$ cat config.mk
export PLATFORM = sky130hd
export DESIGN_NAME = hazard_ctrl
export DESIGN_NICKNAME = d
export VERILOG_FILES = /design/src/rtl/hazard_ctrl.sv
export SDC_FILE = /design/constraint.sdc
export NUM_CORES = 1
export LEC_CHECK = 0
export CAP_MARGIN = 0
export CELL_PAD_IN_SITES_DETAIL_PLACEMENT = 2
export CELL_PAD_IN_SITES_GLOBAL_PLACEMENT = 2
export CORE_UTILIZATION = 15
export CTS_CLUSTER_DIAMETER = 40
export CTS_CLUSTER_SIZE = 12
export DETAILED_ROUTE_END_ITERATION = 7
export GPL_TIMING_DRIVEN = 1
export PLACE_DENSITY_LB_ADDON = 0.1
export SLEW_MARGIN = 20
export SYNTH_ARGS = -nofsm -noshare
export SYNTH_HDL_FRONTEND = slang
export SYNTH_SLANG_ARGS = --single-unit
$ cat constraint.sdc
create_clock -name i_clk -period 1.47 [get_ports i_clk]
set_input_delay 0.2205 -clock i_clk [delete_from_list [all_inputs] [get_ports i_clk]]
set_output_delay 0.2205 -clock i_clk [all_outputs]
set_load 0.005 [all_outputs]
$ cat src/rtl/hazard_ctrl.sv
// Hazard and sequencing controller for the 5-stage RV32I pipeline: load-use bubbles, redirect flushes,
// memory-wait freeze with timeout abort, and EX forwarding selects. Define HAZARD_PERF_CNT_EN for event counters.
module hazard_ctrl #(
  parameter int MEM_TIMEOUT = 16,
  parameter int CNT_W       = 32
) (
  input  logic             i_clk,
  input  logic             i_reset,
  input  logic [4:0]       i_id_rs1_addr,
  input  logic [4:0]       i_id_rs2_addr,
  input  logic             i_id_rs1_used,
  input  logic             i_id_rs2_used,
  input  logic [4:0]       i_ex_rs1_addr,
  input  logic [4:0]       i_ex_rs2_addr,
  input  logic [4:0]       i_ex_rd_addr,
  input  logic             i_ex_is_load,
  input  logic             i_ex_redirect,
  input  logic [4:0]       i_mem_rd_addr,
  input  logic             i_mem_rd_wren,
  input  logic [4:0]       i_wb_rd_addr,
  input  logic             i_wb_rd_wren,
  input  logic             i_mem_req,
  input  logic             i_mem_ack,
  output logic             o_stall_if,
  output logic             o_stall_id,
  output logic             o_stall_ex,
  output logic             o_stall_mem,
  output logic             o_flush_id,
  output logic             o_flush_ex,
  output logic [1:0]       o_fwd_a_sel,
  output logic [1:0]       o_fwd_b_sel,
`ifdef HAZARD_PERF_CNT_EN
  output logic [CNT_W-1:0] o_stall_cnt,
  output logic [CNT_W-1:0] o_flush_cnt,
  output logic [CNT_W-1:0] o_wait_cnt,
`endif
  output logic             o_mem_err
);

  localparam int WCNT_W = (MEM_TIMEOUT > 2) ? $clog2(MEM_TIMEOUT) : 1;
  localparam logic [WCNT_W-1:0] WCNT_LAST = WCNT_W'(MEM_TIMEOUT - 1);

  typedef enum logic [1:0] {RUN, MEM_WAIT, ERR} state_e;

  state_e              state_q, state_d;
  logic [WCNT_W-1:0]   wcnt_q, wcnt_d;
  logic                freeze, load_use, redirect_app, load_use_app;

  always_comb begin
    state_d = state_q;
    wcnt_d  = wcnt_q;
    case (state_q)
      RUN: begin
        if (i_mem_req && !i_mem_ack) begin
          state_d = MEM_WAIT;
          wcnt_d  = '0;
        end
      end
      MEM_WAIT: begin
        if (i_mem_ack)                state_d = RUN;
        else if (wcnt_q == WCNT_LAST) state_d = ERR;
        else                          wcnt_d  = wcnt_q + 1'b1;
      end
      ERR:     state_d = RUN;
      default: state_d = RUN;
    endcase
  end

  always_ff @(posedge i_clk) begin
    if (i_reset) begin
      state_q <= RUN;
      wcnt_q  <= '0;
    end else begin
      state_q <= state_d;
      wcnt_q  <= wcnt_d;
    end
  end

  // Freeze is combinational so an ack releases the pipeline in the same cycle it arrives.
  assign freeze = !i_reset && (((state_q == RUN) && i_mem_req && !i_mem_ack) ||
                               ((state_q == MEM_WAIT) && !i_mem_ack));

  assign load_use = i_ex_is_load && (i_ex_rd_addr != 5'd0) &&
                    ((i_id_rs1_used && (i_id_rs1_addr == i_ex_rd_addr)) ||
                     (i_id_rs2_used && (i_id_rs2_addr == i_ex_rd_addr)));

  assign redirect_app = !i_reset && !freeze && i_ex_redirect;
  assign load_use_app = !i_reset && !freeze && !i_ex_redirect && load_use;

  always_comb begin
    o_stall_if  = freeze || load_use_app;
    o_stall_id  = freeze || load_use_app;
    o_stall_ex  = freeze;
    o_stall_mem = freeze;
    o_flush_id  = redirect_app;
    o_flush_ex  = redirect_app || load_use_app;
  end

  assign o_mem_err = !i_reset && (state_q == ERR);

  // MEM result is younger than WB, so it wins; x0 is hardwired zero and never forwarded.
  function automatic logic [1:0] fwd_sel(input logic [4:0] rs);
    if (i_mem_rd_wren && (i_mem_rd_addr != 5'd0) && (i_mem_rd_addr == rs))   return 2'b01;
    else if (i_wb_rd_wren && (i_wb_rd_addr != 5'd0) && (i_wb_rd_addr == rs)) return 2'b10;
    else                                                                      return 2'b00;
  endfunction

  assign o_fwd_a_sel = i_reset ? 2'b00 : fwd_sel(i_ex_rs1_addr);
  assign o_fwd_b_sel = i_reset ? 2'b00 : fwd_sel(i_ex_rs2_addr);

`ifdef HAZARD_PERF_CNT_EN
  logic [CNT_W-1:0] stall_cnt_q, flush_cnt_q, wait_cnt_q;

  always_ff @(posedge i_clk) begin
    if (i_reset) begin
      stall_cnt_q <= '0;
      flush_cnt_q <= '0;
      wait_cnt_q  <= '0;
    end else begin
      if (load_use_app) stall_cnt_q <= stall_cnt_q + 1'b1;
      if (redirect_app) flush_cnt_q <= flush_cnt_q + 1'b1;
      if (freeze)       wait_cnt_q  <= wait_cnt_q + 1'b1;
    end
  end

  assign o_stall_cnt = stall_cnt_q;
  assign o_flush_cnt = flush_cnt_q;
  assign o_wait_cnt  = wait_cnt_q;
`endif

endmodule
==> results.md <==
- H-tree depth: 1
- Via/cell ratio: between 4 and 5
- Post-Syn Instances: between 90 and 100
- Worst rel slew slack: about four fifths
- Synthesized area: approximately 760 sq um
- Required time worst endpoint: approximately 1300 ps
- R2R setup slack: roughly 150 ps
- Placement Rows: 25
- Boundary Pins: 56
- Pre-CTS setup slack: -1110 ps
- DIE WIDTH: roughly 73 um
- Min cycle time layout: ~1800 ps
- Dpl hpwl: 2.91 mm
- Total power draw: between 800 and 900 uW
- Run status: complete, but fails checks
- YS warnings: 0
- Via count: between 1000 and 1500
- Final Cycle Share: 122%
- GRT Util Overall: 13.6%
- RSZ-0062 raised after global routing: true
- Core ar.: ~4800 sq um
- ANT cells: 0
- CTS tree: yes
- First-pass GRT wire length: roughly 5.4 mm
- Failing checks: setup timing
- Unique cell type count in the Yosys netlist: 31
- DRC viols: 0
- Vias in the first global route: about 1200
- Port Buf Inserts: 55
- FMAX: around 560 MHz
- Syn nets: between 100 and 150
- Skew-Pair Late Insertion Delay: approximately 220 ps
- Max_cap viols: 0
- CP Capture Type: output port
- # setup viols final: 8
- Initial core utilization: roughly 16%
- Startpoint types: input port
- Grt total ovfl: 0
- Clock buffer count from CTS: 3
- R2r worst-path depth: 6
- Crit-path max FO: 2
- End point of the critical path: o_fwd_a_sel[1]
- Reg-to-reg endpoint: wcnt_q[0]$_SDFFE_PP0P_
- Share of cells above drive strength 1: roughly 53%
- GP Congestion: 0.744
- Initial antenna violation count: 0
- Worst vdd ir: ~0.32 mV
- Seq/Total Area, Yosys: between 10% and 20%
- Fin. Hold Viols: 0
- Pin count of the biggest net entering global routing: 13
- Slew Limit Fails: 0
- Hold crit path type: in -> reg
- CTS Root Cell: clkbuf_8
- Area grow syn2layout: 138%
- Worst Max-Slew Pin Slew: around 280 ps
- CTS Sinks: 6
- Most common cell after layout, fill and taps aside: buf_4
- Hold_buf cts: 0
- Detailed Route WL: 3.55 mm
- Die area: between 5000 and 6000 sq um
- Clk slew on worst S/H paths: about 40 ps
- P per Cell Area: 454 nW/um^2
- First-pass DRT Iterations: 3
- Initial DRC count: 9
- Yosys reg bits: 6
- CTS Buffer Depth: 2
- Routed length per instance: 14.2 um
- Critical Path Start: i_mem_rd_addr[2]
- PnR worst setup slack: -328 ps
- Arrival @ worst endpoint: approximately 1600 ps
- P_leak: 0.801 nW
- Die H: 73.1 um
- Final nets: around 230
- Worst r2r src: state_q[0]$_SDFFE_PP0P_
- ANT nets after route: 0
- Commonest non-fill, non-tap cells in the layout: buf_4, buf_2, xor2_1, buf_6, dlygate4sd2_1
- Mean area per synthesized cell: 8.24 sq um
- WS Path Type: in -> out
- Clock skew: around 1.5 ps
==> through the flow <==
| step | std cells | utilization [%] | instance area (sq um) | setup TNS, ps | hold WS (ps) |
|---|---|---|---|---|---|
| after floorplan | 92 | - | 758 | -39.7 | 461 |
| after detailed placement | 239 | 33.1 | 1580 | -8970 | 548 |
| final | 250 | 37.7 | 1810 | -1480 | 416 |
| after global placement | 239 | 33.1 | 1580 | -8130 | 539 |
| after global routing | 250 | 37.7 | 1810 | -1990 | 435 |
| after CTS | 250 | 36.0 | 1720 | -1790 | 422 |
==> worst max-delay path, stage by stage <==
cell     delay [ps]
buf_6            90
or4_4           540
o21ai_4         150
buf_4           130
nor3_2           50
nor4_4          250
buf_2           150
==> worst min path at each step <==
stage	start	to	slack, ps	depth (start not counted)
2_1_floorplan	i_mem_ack	wcnt_q[2]$_SDFFE_PP0P_	460	2
3_3_place_gp	wcnt_q[0]$_SDFFE_PP0P_	wcnt_q[0]$_SDFFE_PP0P_	540	2
3_5_place_dp	wcnt_q[0]$_SDFFE_PP0P_	wcnt_q[0]$_SDFFE_PP0P_	550	2
4_1_cts	i_reset	state_q[0]$_SDFFE_PP0P_	420	3
5_1_grt	i_reset	state_q[0]$_SDFFE_PP0P_	440	3
6_report	i_reset	state_q[0]$_SDFFE_PP0P_	420	3
==> registers in the layout, summed over array words and instances (netlist names) <==
| register | cells |
|---|---|
| state_q | 2 |
| wcnt_q | 4 |
==> report_power, final <==
part,switching [mW],internal (mW)
sequential,0.00186,0.167
combinational,0.169,0.237
clock,0.0687,0.176
total,0.240,0.580
==> per-layer routing <==
| layer | wire, um | track usage (%) |
|---|---|---|
| met5 | 0 | 0 |
| met2 | 1960 | 27.9 |
| met4 | 13 | 1.96 |
| met3 | 271 | 2.90 |
| met1 | 1300 | 14.1 |
==> logic make-up after synthesis <==
logic type	after synthesis	share of synthesized area [%]
xor+xnor	32	37.0
mux	2	2.64
compound gates	9	8.41
simple gates	38	31.5
flops	6	15.8
fa+ha+maj	1	1.65
buf+inv	4	2.97
==> timing repair <==
action                                  in CTS  in global routing
pin swaps                                   26                 15
endpoints found under the setup margin      11                 11
resized for setup                          161                 23
setup buffers                                9                  2
==> final cells by class <==
type / instances / area (sq um)
fillers: 565 / 2980
inverters: 1 / 3.75
well taps: 67 / 83.8
flip-flops and latches: 6 / 121
clock buffers: 3 / 41.3
multi-input cells: 82 / 792
repair buffers: 91 / 763
==> synth_stat cells <==
master | number | area share (%)
o21ai_2 | 1 | 1.2
xor2_1 | 20 | 23
inv_1 | 1 | 0.49
nor4_1 | 4 | 3.3
nor4b_1 | 2 | 2.3
buf_4 | 2 | 2.0
nor3b_1 | 1 | 0.99
and2_1 | 1 | 0.83
xnor2_1 | 12 | 14
o211ai_1 | 2 | 2.0
o21bai_1 | 2 | 2.0
clkbuf_1 | 1 | 0.49
ha_1 | 1 | 1.6
o21ai_1 | 1 | 0.66
mux2i_1 | 2 | 2.6
nand3_1 | 3 | 2.0
nor2_1 | 5 | 2.5
a21oi_1 | 1 | 0.66
or4_1 | 5 | 5.0
nand4_1 | 2 | 1.6
or2_2 | 1 | 0.83
and3b_1 | 1 | 1.2
and3_1 | 2 | 1.6
a31oi_1 | 1 | 0.83
nor2b_1 | 2 | 1.6
a32oi_1 | 1 | 1.2
and2_0 | 1 | 0.83
nor3_1 | 4 | 2.6
nand2_1 | 2 | 0.99
nor4_2 | 2 | 3.3
dfxtp_1 | 6 | 16
No activity file was read; power rests on OpenSTA's default activity.
